$ cat src/rtl/hex_byte_uart_sender.sv
// hex_byte_uart_sender: queues bytes from fabric logic and reports each one on
// the UART TX line as ASCII hex text (8N1, LSB first).
// Optional feature macro: HEX_TX_CRLF_EN. When it is defined, each frame ends
// with CR LF. When it is undefined, each frame ends with a single space.
module hex_byte_uart_sender #(
  parameter int unsigned CLKS_PER_BIT = 217,
  parameter int unsigned FIFO_DEPTH   = 4
) (
  input  logic       i_Clk,
  input  logic       i_Rst_L,
  input  logic       i_DV,
  input  logic [7:0] i_Byte,
  output logic       o_Ready,
  output logic       o_Overflow,
  output logic       o_TX_Serial,
  output logic       o_TX_Active,
  output logic       o_Frame_Done
);

  localparam int unsigned AW = $clog2(FIFO_DEPTH);
  localparam int unsigned CW = $clog2(CLKS_PER_BIT);

`ifdef HEX_TX_CRLF_EN
  localparam logic [1:0] LAST_CHAR = 2'd3;
`else
  localparam logic [1:0] LAST_CHAR = 2'd2;
`endif

  typedef enum logic [1:0] {StIdle, StStart, StData, StStop} state_e;

  // FIFO storage and pointers; each pointer carries an extra wrap bit
  logic [7:0]  mem_q [FIFO_DEPTH];
  logic [AW:0] wr_ptr_q, rd_ptr_q;
  logic        full, empty, push, pop;
  logic [7:0]  head;
  logic        overflow_q;

  // Sequencer state
  state_e        state_q, state_d;
  logic [CW-1:0] cnt_q, cnt_d;
  logic [2:0]    bit_q, bit_d;
  logic [1:0]    char_q, char_d;
  logic [7:0]    byte_q, byte_d;
  logic          tx_q, tx_d;
  logic          active_q, active_d;
  logic          done_q, done_d;
  logic          bit_end;
  logic [7:0]    cur_char;

  assign full  = (wr_ptr_q ^ rd_ptr_q) == {1'b1, {AW{1'b0}}};
  assign empty = (wr_ptr_q == rd_ptr_q);
  // A full FIFO rejects the write even if a pop happens in the same cycle
  assign push  = i_DV & ~full;
  assign head  = mem_q[rd_ptr_q[AW-1:0]];

  assign o_Ready      = ~full;
  assign o_Overflow   = overflow_q;
  assign o_TX_Serial  = tx_q;
  assign o_TX_Active  = active_q;
  assign o_Frame_Done = done_q;

  function automatic logic [7:0] nib_ascii(input logic [3:0] nib);
    if (nib < 4'd10) return 8'h30 + {4'h0, nib};
    else             return 8'h37 + {4'h0, nib};
  endfunction

  // Character selected by the frame index
  always_comb begin
    cur_char = 8'h20;
    unique case (char_q)
      2'd0: cur_char = nib_ascii(byte_q[7:4]);
      2'd1: cur_char = nib_ascii(byte_q[3:0]);
`ifdef HEX_TX_CRLF_EN
      2'd2: cur_char = 8'h0D;
      2'd3: cur_char = 8'h0A;
`else
      2'd2: cur_char = 8'h20;
      2'd3: cur_char = 8'h20;
`endif
      default: cur_char = 8'h20;
    endcase
  end

  // FIFO storage write, no reset needed on the data array
  always_ff @(posedge i_Clk) begin
    if (push) mem_q[wr_ptr_q[AW-1:0]] <= i_Byte;
  end

  // FIFO pointers and overflow pulse
  always_ff @(posedge i_Clk or negedge i_Rst_L) begin
    if (!i_Rst_L) begin
      wr_ptr_q   <= '0;
      rd_ptr_q   <= '0;
      overflow_q <= 1'b0;
    end else begin
      if (push) wr_ptr_q <= wr_ptr_q + 1'b1;
      if (pop)  rd_ptr_q <= rd_ptr_q + 1'b1;
      overflow_q <= i_DV & full;
    end
  end

  assign bit_end = (cnt_q == CW'(CLKS_PER_BIT - 1));

  // Sequencer next state; line level and pulses are computed from the next state
  always_comb begin
    state_d = state_q;
    cnt_d   = cnt_q;
    bit_d   = bit_q;
    char_d  = char_q;
    byte_d  = byte_q;
    tx_d    = tx_q;
    done_d  = 1'b0;
    pop     = 1'b0;

    if (state_q != StIdle) cnt_d = bit_end ? '0 : cnt_q + 1'b1;

    unique case (state_q)
      StIdle: begin
        tx_d = 1'b1;
        if (!empty) begin
          pop     = 1'b1;
          byte_d  = head;
          char_d  = 2'd0;
          cnt_d   = '0;
          tx_d    = 1'b0;
          state_d = StStart;
        end
      end
      StStart: begin
        if (bit_end) begin
          bit_d   = 3'd0;
          tx_d    = cur_char[0];
          state_d = StData;
        end
      end
      StData: begin
        if (bit_end) begin
          if (bit_q == 3'd7) begin
            tx_d    = 1'b1;
            state_d = StStop;
          end else begin
            bit_d = bit_q + 3'd1;
            tx_d  = cur_char[bit_q + 3'd1];
          end
        end
      end
      StStop: begin
        if (bit_end) begin
          if (char_q != LAST_CHAR) begin
            char_d  = char_q + 2'd1;
            tx_d    = 1'b0;
            state_d = StStart;
          end else begin
            done_d = 1'b1;
            if (!empty) begin
              // Back-to-back frame with no idle gap
              pop     = 1'b1;
              byte_d  = head;
              char_d  = 2'd0;
              tx_d    = 1'b0;
              state_d = StStart;
            end else begin
              tx_d    = 1'b1;
              state_d = StIdle;
            end
          end
        end
      end
      default: begin
        tx_d    = 1'b1;
        state_d = StIdle;
      end
    endcase

    active_d = (state_d != StIdle);
  end

  // Sequencer registers
  always_ff @(posedge i_Clk or negedge i_Rst_L) begin
    if (!i_Rst_L) begin
      state_q  <= StIdle;
      cnt_q    <= '0;
      bit_q    <= 3'd0;
      char_q   <= 2'd0;
      byte_q   <= 8'h00;
      tx_q     <= 1'b1;
      active_q <= 1'b0;
      done_q   <= 1'b0;
    end else begin
      state_q  <= state_d;
      cnt_q    <= cnt_d;
      bit_q    <= bit_d;
      char_q   <= char_d;
      byte_q   <= byte_d;
      tx_q     <= tx_d;
      active_q <= active_d;
      done_q   <= done_d;
    end
  end

endmodule
$ cat config.mk
export PLATFORM = sky130hd
export DESIGN_NAME = hex_byte_uart_sender
export DESIGN_NICKNAME = d
export VERILOG_FILES = /design/src/rtl/hex_byte_uart_sender.sv
export SDC_FILE = /design/constraint.sdc
export NUM_CORES = 1
export LEC_CHECK = 0
export ABC_AREA = 1
export CAP_MARGIN = 40
export CORE_UTILIZATION = 40
export CTS_BUF_LIST = sky130_fd_sc_hd__clkbuf_8
export DETAILED_ROUTE_END_ITERATION = 10
export HOLD_SLACK_MARGIN = 0.02
export PLACE_DENSITY = 0.62
export SKIP_CTS_REPAIR_TIMING = 1
export SLEW_MARGIN = 15
export SYNTH_ARGS = -nofsm -noshare
export SYNTH_HDL_FRONTEND = slang
export SYNTH_SLANG_ARGS = --single-unit
$ cat constraint.sdc
create_clock -name i_Clk -period 2.3 [get_ports i_Clk]
set_input_delay 0.345 -clock i_Clk [delete_from_list [all_inputs] [get_ports i_Clk]]
set_output_delay 0.345 -clock i_Clk [all_outputs]
set_load 0.02 [all_outputs]
==> results of run 1 <==
## cell families (layout without fill, tap and decap cells)
group	after synthesis	after routing	synth area share
XOR/XNOR	10	10	0.02648
flip-flops	65	65	0.5405
buffers and inverters	57	88	0.07375
AND/OR/NAND/NOR	128	128	0.1732
AO/OA/AOI/OAI	68	68	0.1294
adder cells (fa/ha/maj)	15	15	0.05673
## cell usage in the layout, fill, tap and decap left out, types with 2 or more instances in the layout
| master | netlist | final |
|---|---|---|
| inv_2 | 2 | 2 |
| ha_1 | 15 | 15 |
| buf_4 | 0 | 7 |
| o22ai_1 | 11 | 11 |
| edfxtp_1 | 32 | 32 |
| nor2_2 | 2 | 2 |
| nand3_1 | 23 | 23 |
| a21oi_1 | 16 | 16 |
| clkinv_2 | 0 | 2 |
| nand2_1 | 47 | 47 |
| clkdlybuf4s50_1 | 0 | 14 |
| nor2_4 | 3 | 3 |
| inv_1 | 47 | 48 |
| o211ai_4 | 2 | 2 |
| o21ai_0 | 28 | 28 |
| xor2_1 | 9 | 9 |
| nand4_1 | 2 | 2 |
| nor3_2 | 2 | 2 |
| dfrtp_1 | 32 | 32 |
| clkbuf_8 | 0 | 10 |
| nand2_2 | 2 | 2 |
| nor2_1 | 43 | 43 |
| a21oi_2 | 2 | 2 |
| clkinvlp_4 | 0 | 2 |
## path summary, 6_finish.rpt
check                      cells after the start  slack, ns           to   startpoint
setup / recovery                               5       0.45      o_Ready  rd_ptr_q[1]
hold / removal                                 2       0.41     cnt_q[7]      i_Rst_L
setup reg to reg                               7       0.50  o_TX_Active   state_q[0]
hold reg to reg                                1       0.49  rd_ptr_q[2]  rd_ptr_q[2]
max in group asynchronous                      2       1.55  o_TX_Serial      i_Rst_L
min in group i_Clk                             1       0.49  rd_ptr_q[2]  rd_ptr_q[2]
## metal layers
| metal | part of all wire | vias to the layer above | GRT usage |
|---|---|---|---|
| met5 | 0 | - | 0 |
| met4 | 0.0082 | 0 | 0.05385 |
| met3 | 0.032 | 5 | 0.04433 |
| met2 | 0.46 | 29 | 0.2537 |
| met1 | 0.50 | 1057 | 0.2086 |
| li1 | - | 1201 | - |
## critical path: stages, from the launching register on
cell and delay, ns:
dfrtp_1 0.45, clkinv_4 0.12, nand2_2 0.07, a21oi_2 0.20, nand2_1 0.12, dlymetal6s2s_1 0.22
## power groups by stage
| stage | combinational [W] | sequential [W] | clock [W] |
|---|---|---|---|
| 5_1_grt | 0.000435 | 0.00144 | 0.000920 |
| 2_1_floorplan | 0.000231 | 0.00144 | 0 |
| 6_report | 0.000379 | 0.00142 | 0.000834 |
| 3_3_place_gp | 0.000378 | 0.00144 | 0 |
| 3_5_place_dp | 0.000384 | 0.00145 | 0 |
| 4_1_cts | 0.000389 | 0.00143 | 0.000865 |
## stage by stage
step / total power (W) / instances / cell area, sq um / hold slack (ns) / setup slack [ns]
after floorplan: 0.001672 / 343 / 3308 / 0.04941 / 0.3432
after global placement: 0.001822 / 460 / 3587 / 0.4749 / 0.4692
after detailed placement: 0.001833 / 460 / 3587 / 0.4797 / 0.4798
after CTS: 0.002678 / 476 / 3760 / 0.4328 / 0.09010
after global routing: 0.002792 / 476 / 3762 / 0.4692 / 0.3261
final: 0.002637 / 476 / 3762 / 0.4142 / 0.4456
## final cells by class
cell class	count	area, sq um
well taps	102	127.6
clock buffers	10	137.6
clock inverters	6	35.03
repair buffers	22	205.2
fillers	786	4085
inverters	50	192.7
flip-flops and latches	65	1788
multi-input cells	221	1276
## state kept, by name (all words and copies together), names as in the netlist
name and count:
cnt_q 8, char_q 2, o_Overflow 1, mem_q 32, rd_ptr_q 3, byte_q 8, wr_ptr_q 3, bit_q 3
o_TX_Active 1, o_TX_Serial 1, o_Frame_Done 1, state_q 2
==> summary by stage, run 1 <==
Pwr
The total power divided by cell area is 701.0 nW/um^2. IR analysis of the VDD net gives a maximum drop of 425.6 uV. The cell leakage power is 1.597 nW. The internal power component is 0.001924 W. The power dissipated by switching net loads is 0.0007130 W.

The sequential cell fraction of total power is 0.540. The switching fraction of total power is 0.2703. The combinational fraction of design power is 0.144. Of the total power, the clock network draws 0.316.

Yosys
The share of synthesized flip-flops with an asynchronous set or reset is 0.5077. The area fraction of the dominant cell type after synthesis is 0.2905. Ranked by total cell area, the synthesized netlist is headed by edfxtp_1 29%, dfrtp_1 24%, ha_1 5.7%, inv_1 5.3%, nand2_1 5.3%. The net count after synthesis is 369. The flip-flop cell with the highest count after synthesis is edfxtp_1. The count of unique library cells instantiated by Yosys is 38. The synthesized area per cell is 9.645 sq um. After synthesis, the most frequently instantiated cells are 47 x inv_1, 47 x nand2_1, 43 x nor2_1.

The mapped netlist covers 3308 sq um. The number of flops mapped to enable cells by yosys is 32. The number of warnings reported in the yosys synthesis log is 0.

The synthesized netlist cell count is 343. The sequential element share of the synthesized area is 0.5405. The largest total area in the synthesized netlist belongs to edfxtp_1.

The synthesis-stage register bit count is 65.

Detailed routing
The number of vias per cell is 4.815. The number of vias after detailed routing is 2292. In the routed design, unresolved DRC markers number 0. The routed wire length is 6009 um. In this run, the number of DRC markers left after iteration 0 of detailed routing was 128.

The number of detailed-route iterations in the first pass is 4. The number of antenna-violating nets in the routed design is 0. The final routed wire length divided by cell count is 12.62 um.

STA
Setup repair after global routing left no endpoint under its margin. At the pin with the least slew margin, the transition time is 0.5027 ns. The total negative slack for setup checks is 0 ns. The headroom to the max-slew limit is 0.6645. The post-route minimum period is 1.854 ns. The total count of max-transition violations in the final report was 0.

The clock arrives with 0.01230 ns of skew. Dividing the final minimum period by the clock period gives 0.8063. The hold violation total from the final report was 0. Derived from the worst setup path, the maximum achievable clock frequency is 539.3 MHz. The final count of negative-setup-slack endpoints is 0.

Finish
Measured on the finished design, the core utilization comes to 0.4794. The final layout contains 395 nets. The area growth from synthesis to layout is 13.73%. The number of diodes is 0. The layout cell share with drive strength beyond 1 is 0.1123.

Run
The tool flagged a number of max-cap violations equal to 0.

Clock network
The tree is rooted in a clkbuf_8. The H-tree depth is 3. The clock passes through at most 2 buffers. The sink count of the clock tree is 65.

The clock buffer count from CTS is 9. The clock reaches the later pin of the worst-skew pair after 0.33 ns. The clock transition at the register clock pins on the worst setup and hold paths after CTS is 0.07 ns. The CTS tree is yes.

Placement
Summed over all nets, the half-perimeter wirelength after detailed placement is 4292 um. The congestion estimate from routability-driven global placement came to 0.7994. The number of buffers added on ports is 15.

Critical path
STA puts the critical path data arrival time at 1.51 ns. The worst setup path is captured at a primary output. The nature of the critical path startpoint is a register. By startpoint and endpoint, the worst setup path is classified as reg2out. Data on the critical path is required at its endpoint by 1.96 ns.

In this run the worst path has a maximum fanout of 10.

Global routing
The via count of the first global-routing pass is 2283. The largest net degree at the start of global routing is 34. The initial antenna violation count came to 0. The global-route congestion overflow total is 0. The wire length of the first global-routing pass is 10630 um. The total routing usage reported by global routing is 0.1592.

Floorplanning
For this configuration, the core starts out at a cell density of 0.4216. From left edge to right edge, the die measures 92.94 um. The area of the die is 8638 sq um. The row count is 32. The height of the die is 92.94 um. The top-level I/O count is 16. The placeable core area is 7848 sq um.

Run status
The flow ran to the end, and the final reports show no timing, DRC or antenna violations.

Hold path
The worst min-delay path class is in2async.
No activity file was read; power rests on OpenSTA's default activity.
==> inputs of run 2 (changes only) <==
- clock period: 2.3 -> 1.85 ns (I/O delays scaled with it)
==> summary by stage, run 2 (synthesis gave the netlist of run 1 again) <==
Floorplanning
The effective utilization at floorplan is 0.4216. The area of the die is 8638 sq um. The height of the die is 92.94 um. After floorplanning, the core was sized to cover 7848 sq um. During I/O placement, the number of pins put on the boundary was 16.

The x dimension of the die is 92.94 um. In this run the core area contains 32 standard-cell rows.

Critical path
The worst setup path is captured at a primary output. On the worst path, the slowest cell contributes a delay of 0.44 ns. The signal on the critical path passes through xor2_1 > a21oi_2 > nand2_1 > dlymetal6s2s_1. The number of logic stages on the critical path including buffering is 4. By startpoint and endpoint, the worst setup path is classified as reg2out. The cell with the biggest individual delay on the critical path is dfrtp_2. The data arrival at the endpoint of the critical path is 1.48 ns. The nature of the critical path startpoint is a register.

The kind of cell adding the most delay to the critical path is flip-flops. The number of buffer and inverter stages on the critical path is 1. The critical path required time is 1.57 ns. Counting cells, the worst reg-to-reg path comes to 11. In this run the worst path has a maximum fanout of 4.

Global routing
The global-route congestion overflow total is 0. The initial antenna violation count is 0. The largest net degree at the start of global routing is 34. Across every metal layer, demand over resource in global routing totals 0.1632. The via count of the first global-routing pass was 2281. The wire length of the first global-routing pass is 10770 um.

Pwr
The worst-case IR drop observed on VDD is 525.1 uV. The switching fraction of total power is 0.2875. The combinational fraction of design power is 0.149.

The internal power component is 0.002414 W. The overall power consumption is 0.003388 W. The cell leakage power is 1.629 nW. Of the total power, the clock network draws 0.327. The power dissipated by switching net loads is 0.0009741 W.

The total power divided by cell area is 880.8 nW/um^2. The share of total power dissipated in sequential elements is 0.524.

STA
The post-route minimum period is 1.756 ns. The clock tree skew after final layout is 0.008391 ns. Setup violations remaining at the end of the flow were counted as 0. The worst path setup slack after routing is 0.09413 ns.

The total count of max-transition violations in the final report is 0. At the pin with the least slew margin, the transition time is 0.4581 ns. The headroom to the max-slew limit is 0.6935. The fmax is 569.5 MHz. The hold violation total from the final report is 0. Setup repair after global routing could not meet its margin everywhere. The final cycle utilization of the critical path is 0.9491.

Run
The tool flagged a number of max-cap violations equal to 0.

Detailed routing
The detail route stage leaves a number of antenna-violating nets equal to 0. The residual DRC count is 0. The number of vias per cell is 4.816.

The final routed wire length divided by cell count is 12.58 um. Before antenna repair, the detailed router went through 4 iterations. The routed wire length is 6078 um. The first-iteration detailed-routing DRC count is 132. The number of vias after detailed routing is 2326.

Clock network
The clock buffer count from CTS is 9. TritonCTS built the clock tree. The sink count of the clock tree is 65. The clock transition at the register clock pins on the worst setup and hold paths after CTS is 0.08 ns. The tree is rooted in a clkbuf_8.

The clock reaches the later pin of the worst-skew pair after 0.35 ns. The clock tree synthesis step divided the H-tree into 3 levels. The number of buffers between clock root and the deepest sink is 2.

Finish
The storage element area is 1789 sq um. In the final layout, the share of cells above drive strength 1 is 0.1470. The total area of multi-input combinational cells is 1287 sq um.

At the end of the flow, the number of nets in the layout was 402. Leaving out fill and tap cells, the most frequent cells in the layout are 47 x nand2_1, 45 x inv_1, 40 x nor2_1. The final-layout fill cell count is 772. The area growth from synthesis to layout is 16.26%.

The number of diodes is 0. The number of flip-flops under the largest register name is 32. The leading cell type in the layout, fill and taps excluded is nand2_1. The final cell count without fillers is 483.

Placement
After detailed placement, the design holds a cell count of 467. The final estimated routing congestion in global placement is 0.7592. The detailed placement HPWL is 4296 um.

The number of buffers added on ports is 15. Prior to clock tree synthesis, the placed netlist has a worst setup slack of 0.1135 ns.

Hold path
The worst min-delay path class is in2async.

Run status
The run finished with clean final reports.
-- run 2: cell types whose count changed in the layout (fill, tap and decap cells not counted), sizes merged --
cell	delta
clkbuf	-1
clkinvlp	-1
buf	+7
clkinv	+2
-- run 2: final timing paths --
kind / startpoint / to / slack (ns)
min in group i_Clk: i_DV / o_Overflow / 0.47
max: wr_ptr_q[0] / o_Ready / 0.09
min reg2reg: wr_ptr_q[2] / wr_ptr_q[2] / 0.49
min: i_Rst_L / cnt_q[7] / 0.33
max in group asynchronous: i_Rst_L / o_TX_Serial / 1.19
max reg2reg: cnt_q[0] / byte_q[6] / 0.14
-- run 2: cell type report --
| class | count | area share |
|---|---|---|
| Clock inverter | 7 | 0.01431 |
| Timing Repair Buffer | 29 | 0.07027 |
| Sequential cell | 65 | 0.4652 |
| Tap cell | 102 | 0.03318 |
| Inverter | 50 | 0.05010 |
| Multi-Input combinational cell | 221 | 0.3347 |
| Clock buffer | 9 | 0.03221 |
-- run 2: metal layers --
metal	vias up	track usage	wire length [um]
met2	28	0.2518	2766
met5	-	0	0
li1	1214	-	-
met4	0	0.07692	133
met1	1071	0.2186	3001
met3	13	0.03448	175
-- run 2: worst reg2reg max path: cells and delay by family, from the launching register on --
kind                     cells  cell delay, ns
AND/OR/NAND/NOR              5            0.58
flip-flops                   1            0.38
AO/OA/AOI/OAI                3            0.31
buffers and inverters        2            0.18
adder cells (fa/ha/maj)      1            0.15
-- run 2: stage by stage --
step / instance area [sq um] / utilization / hold WS, ns / setup TNS, ns
final: 3846 / 0.4901 / 0.3342 / 0
after global routing: 3846 / 0.4901 / 0.3779 / -0.0004332
after CTS: 3834 / 0.4885 / 0.3448 / -0.2881
after detailed placement: 3655 / 0.4657 / 0.4840 / 0
after global placement: 3655 / 0.4657 / 0.4768 / 0
after floorplan: 3311 / - / -0.01809 / -1.514
-- run 2: power by group through the flow --
stage | Clock, W | Combinational (W) | Sequential, W
global placement | 0 | 0.000512 | 0.00180
floorplan | 0 | 0.000292 | 0.00179
finish | 0.00111 | 0.000505 | 0.00177
CTS | 0.00114 | 0.000514 | 0.00177
detailed placement | 0 | 0.000511 | 0.00180
global route | 0.00119 | 0.000571 | 0.00180
==> inputs of run 3 (changes only) <==
- CORE_UTILIZATION: 40 -> 50
- CTS_BUF_LIST: sky130_fd_sc_hd__clkbuf_8 -> sky130_fd_sc_hd__clkbuf_2
- PLACE_DENSITY: 0.62 -> 0.73
==> summary by stage, run 3 (synthesis gave the netlist of run 1 again) <==
Run
Across the run, the number of max-cap violations was 0.

STA
The total count of max-transition violations in the final report was 0. Static timing analysis puts the maximum clock frequency at 542.6 MHz. For the pin with the worst max-slew slack, the measured transition is 0.4844 ns. The headroom to the max-slew limit is 0.6767.

The final cycle utilization of the critical path is 0.9963. The worst slack on hold paths is 0.1727 ns. Setup slack closes at 0.006896 ns. The final count of negative-setup-slack endpoints is 0. Clock skew on the completed layout was measured at 0.01062 ns.

Setup repair after global routing could not meet its margin everywhere. The hold violation total from the final report is 0. The post-route minimum period is 1.843 ns.

Detailed routing
After detailed routing, the number of vias per cell comes to 5.215. The number of detailed-route iterations in the first pass is 5. After detailed routing, the number of remaining DRC violations is 0. The number of vias after detailed routing is 2404. The final layout contains routed wiring with a total length of 6198 um. The detailed router finished its first iteration with 110 violations. The number of antenna-violating nets in the routed design is 0. After detailed routing, the average wire length per cell comes to 13.44 um.

Placement
In this run the cell area measured after placement is 3623 sq um. Routability-driven placement finished with a final weighted congestion of 0.8222. The detailed placement HPWL is 4307 um. The total instance count after detailed placement is 442. During placement, the flow inserted port buffers numbering 15.

The post-placement worst setup slack is 0.1039 ns.

Pwr
In this run the power density over the cells is 839.6 nW/um^2. The share of total power in the clock network is 0.264. The combinational fraction of design power is 0.181.

IR analysis of the VDD net gives a maximum drop of 694.4 uV. The power dissipated by switching net loads is 0.0009392 W. The switching fraction of total power is 0.2931. In this run the static leakage power is 1.642 nW. Of the total power, registers draw 0.555. Internal power comes to 0.002265 W.

Clock network
After clock tree synthesis, the clock-pin slew on the worst setup and hold paths is 0.19 ns. The number of buffers between clock root and the deepest sink is 2. The cell sitting at the root of the clock tree is a clkbuf_2.

The H-tree depth is 3. The latest clock arrival within the worst-skew pair is 0.49 ns. The clock drives 65 sinks. The CTS tree is yes. TritonCTS created 9 clock buffers.

Finish
The leading cell type in the layout, fill and taps excluded is nand2_1. The number of diodes is 0. The post-layout instance area is 3816 sq um.

The number of flip-flops under the largest register name is 32. After the last flow step, the layout net total stands at 406. The area growth from synthesis to layout is 15.36%. In the final layout, the share of cells above drive strength 1 is 0.1693. The top cell types in the final layout, fill and taps aside, are 46 x nand2_1, 43 x inv_1, 40 x nor2_1. At the end of the flow the core is filled with cells to 0.5976.

For this run, the number of standard cells in the final layout without fillers is 461.

Hold path
The worst min-delay path class is in2async.

Critical path
The reg2reg setup slack is 0.12 ns. The signal on the critical path passes through xor2_2 > a21oi_4 > nand2_2 > buf_4. For the worst setup path, the data required time is 1.57 ns. The start of the worst register-to-register path is cnt_q[0]. The slowest stage of the critical path belongs to the cell dfrtp_2. The kind of capture point of the worst setup path is a primary output. The worst setup path category is reg2out. In this design, the stage delay of the slowest critical-path cell is 0.49 ns. The data arrival at the endpoint of the critical path is 1.57 ns. The worst setup path is launched from a register. The critical register-to-register path endpoint is byte_q[1].

The number of cells on the worst reg-to-reg path is 11. The largest fanout of any net on the critical path is 4.

Global routing
The global-route congestion overflow total is 0. In the global route stage, overall resource usage came out at 0.1915. The first global-routing pass estimated 10320 um of wire. The initial antenna violation count is 0.

The largest net degree at the start of global routing is 34. The via count of the first global-routing pass was 2309.

Run status
The run finished with clean final reports.

Floorplanning
Pin placement for this block handled 16 I/O pins. From bottom edge to top edge, the die measures 83.34 um. The floorplan step defined a die boundary enclosing 6946 sq um. The effective utilization at floorplan is 0.5180. The region available for standard cell placement spans 6386 sq um. The x dimension of the die is 83.34 um. The row count is 29.
==> run 3: cell types whose count changed in the layout (fill, tap and decap cells not counted), sizes merged <==
cell           delta
clkdlybuf4s50     -1
bufinv            +1
clkinvlp          +2
clkinv            -2
buf               +4
inv               -2
o211ai            +1
==> run 3: cell type report <==
cell class / instances / area [sq um]
repair buffers: 32 / 290.3
fillers: 523 / 2570
clock buffers: 9 / 45.04
clock inverters: 6 / 70.07
inverters: 50 / 195.2
multi-input cells: 222 / 1330
flip-flops and latches: 65 / 1789
well taps: 77 / 96.34
==> run 3: worst max-delay path, delay by kind of cell (launching register included) <==
kind | cells | cell delay (ns)
simple gates | 1 | 0.08
flops | 1 | 0.49
xor+xnor | 1 | 0.20
buf+inv | 1 | 0.16
compound gates | 1 | 0.16
==> run 3: how the worst max path moves through the flow <==
stage	slack [ns]	from	endpoint
after global routing	-0.11	wr_ptr_q[0]	o_Ready
final	0.007	wr_ptr_q[0]	o_Ready
after detailed placement	0.10	wr_ptr_q[1]	o_Ready
after floorplan	-0.06	rd_ptr_q[2]	mem_q[2][0]
after global placement	0.14	wr_ptr_q[1]	o_Ready
after CTS	-0.48	wr_ptr_q[1]	o_Ready
==> run 3: through the flow <==
step	TNS, ns	total power [W]
6_report	0	0.003204
5_1_grt	-0.1198	0.003360
4_1_cts	-0.5696	0.003149
3_5_place_dp	0	0.002316
3_3_place_gp	0	0.002299
2_1_floorplan	-1.514	0.002083
==> run 3: metal layers <==
layer,GRT usage,vias to the layer above,part of all wire
li1,-,1226,-
met1,0.2547,1124,0.45
met2,0.2936,42,0.49
met3,0.04473,12,0.035
met4,0.09875,0,0.022
met5,0,-,0
==> run 3: power by group through the flow <==
stage                     Sequential, W  Clock (W)  Combinational, W
after floorplan                 0.00179          0          0.000292
after global placement          0.00179          0          0.000507
after detailed placement        0.00180          0          0.000517
after CTS                       0.00177   0.000860          0.000521
after global routing            0.00179   0.000917          0.000651
final                           0.00178   0.000847          0.000580
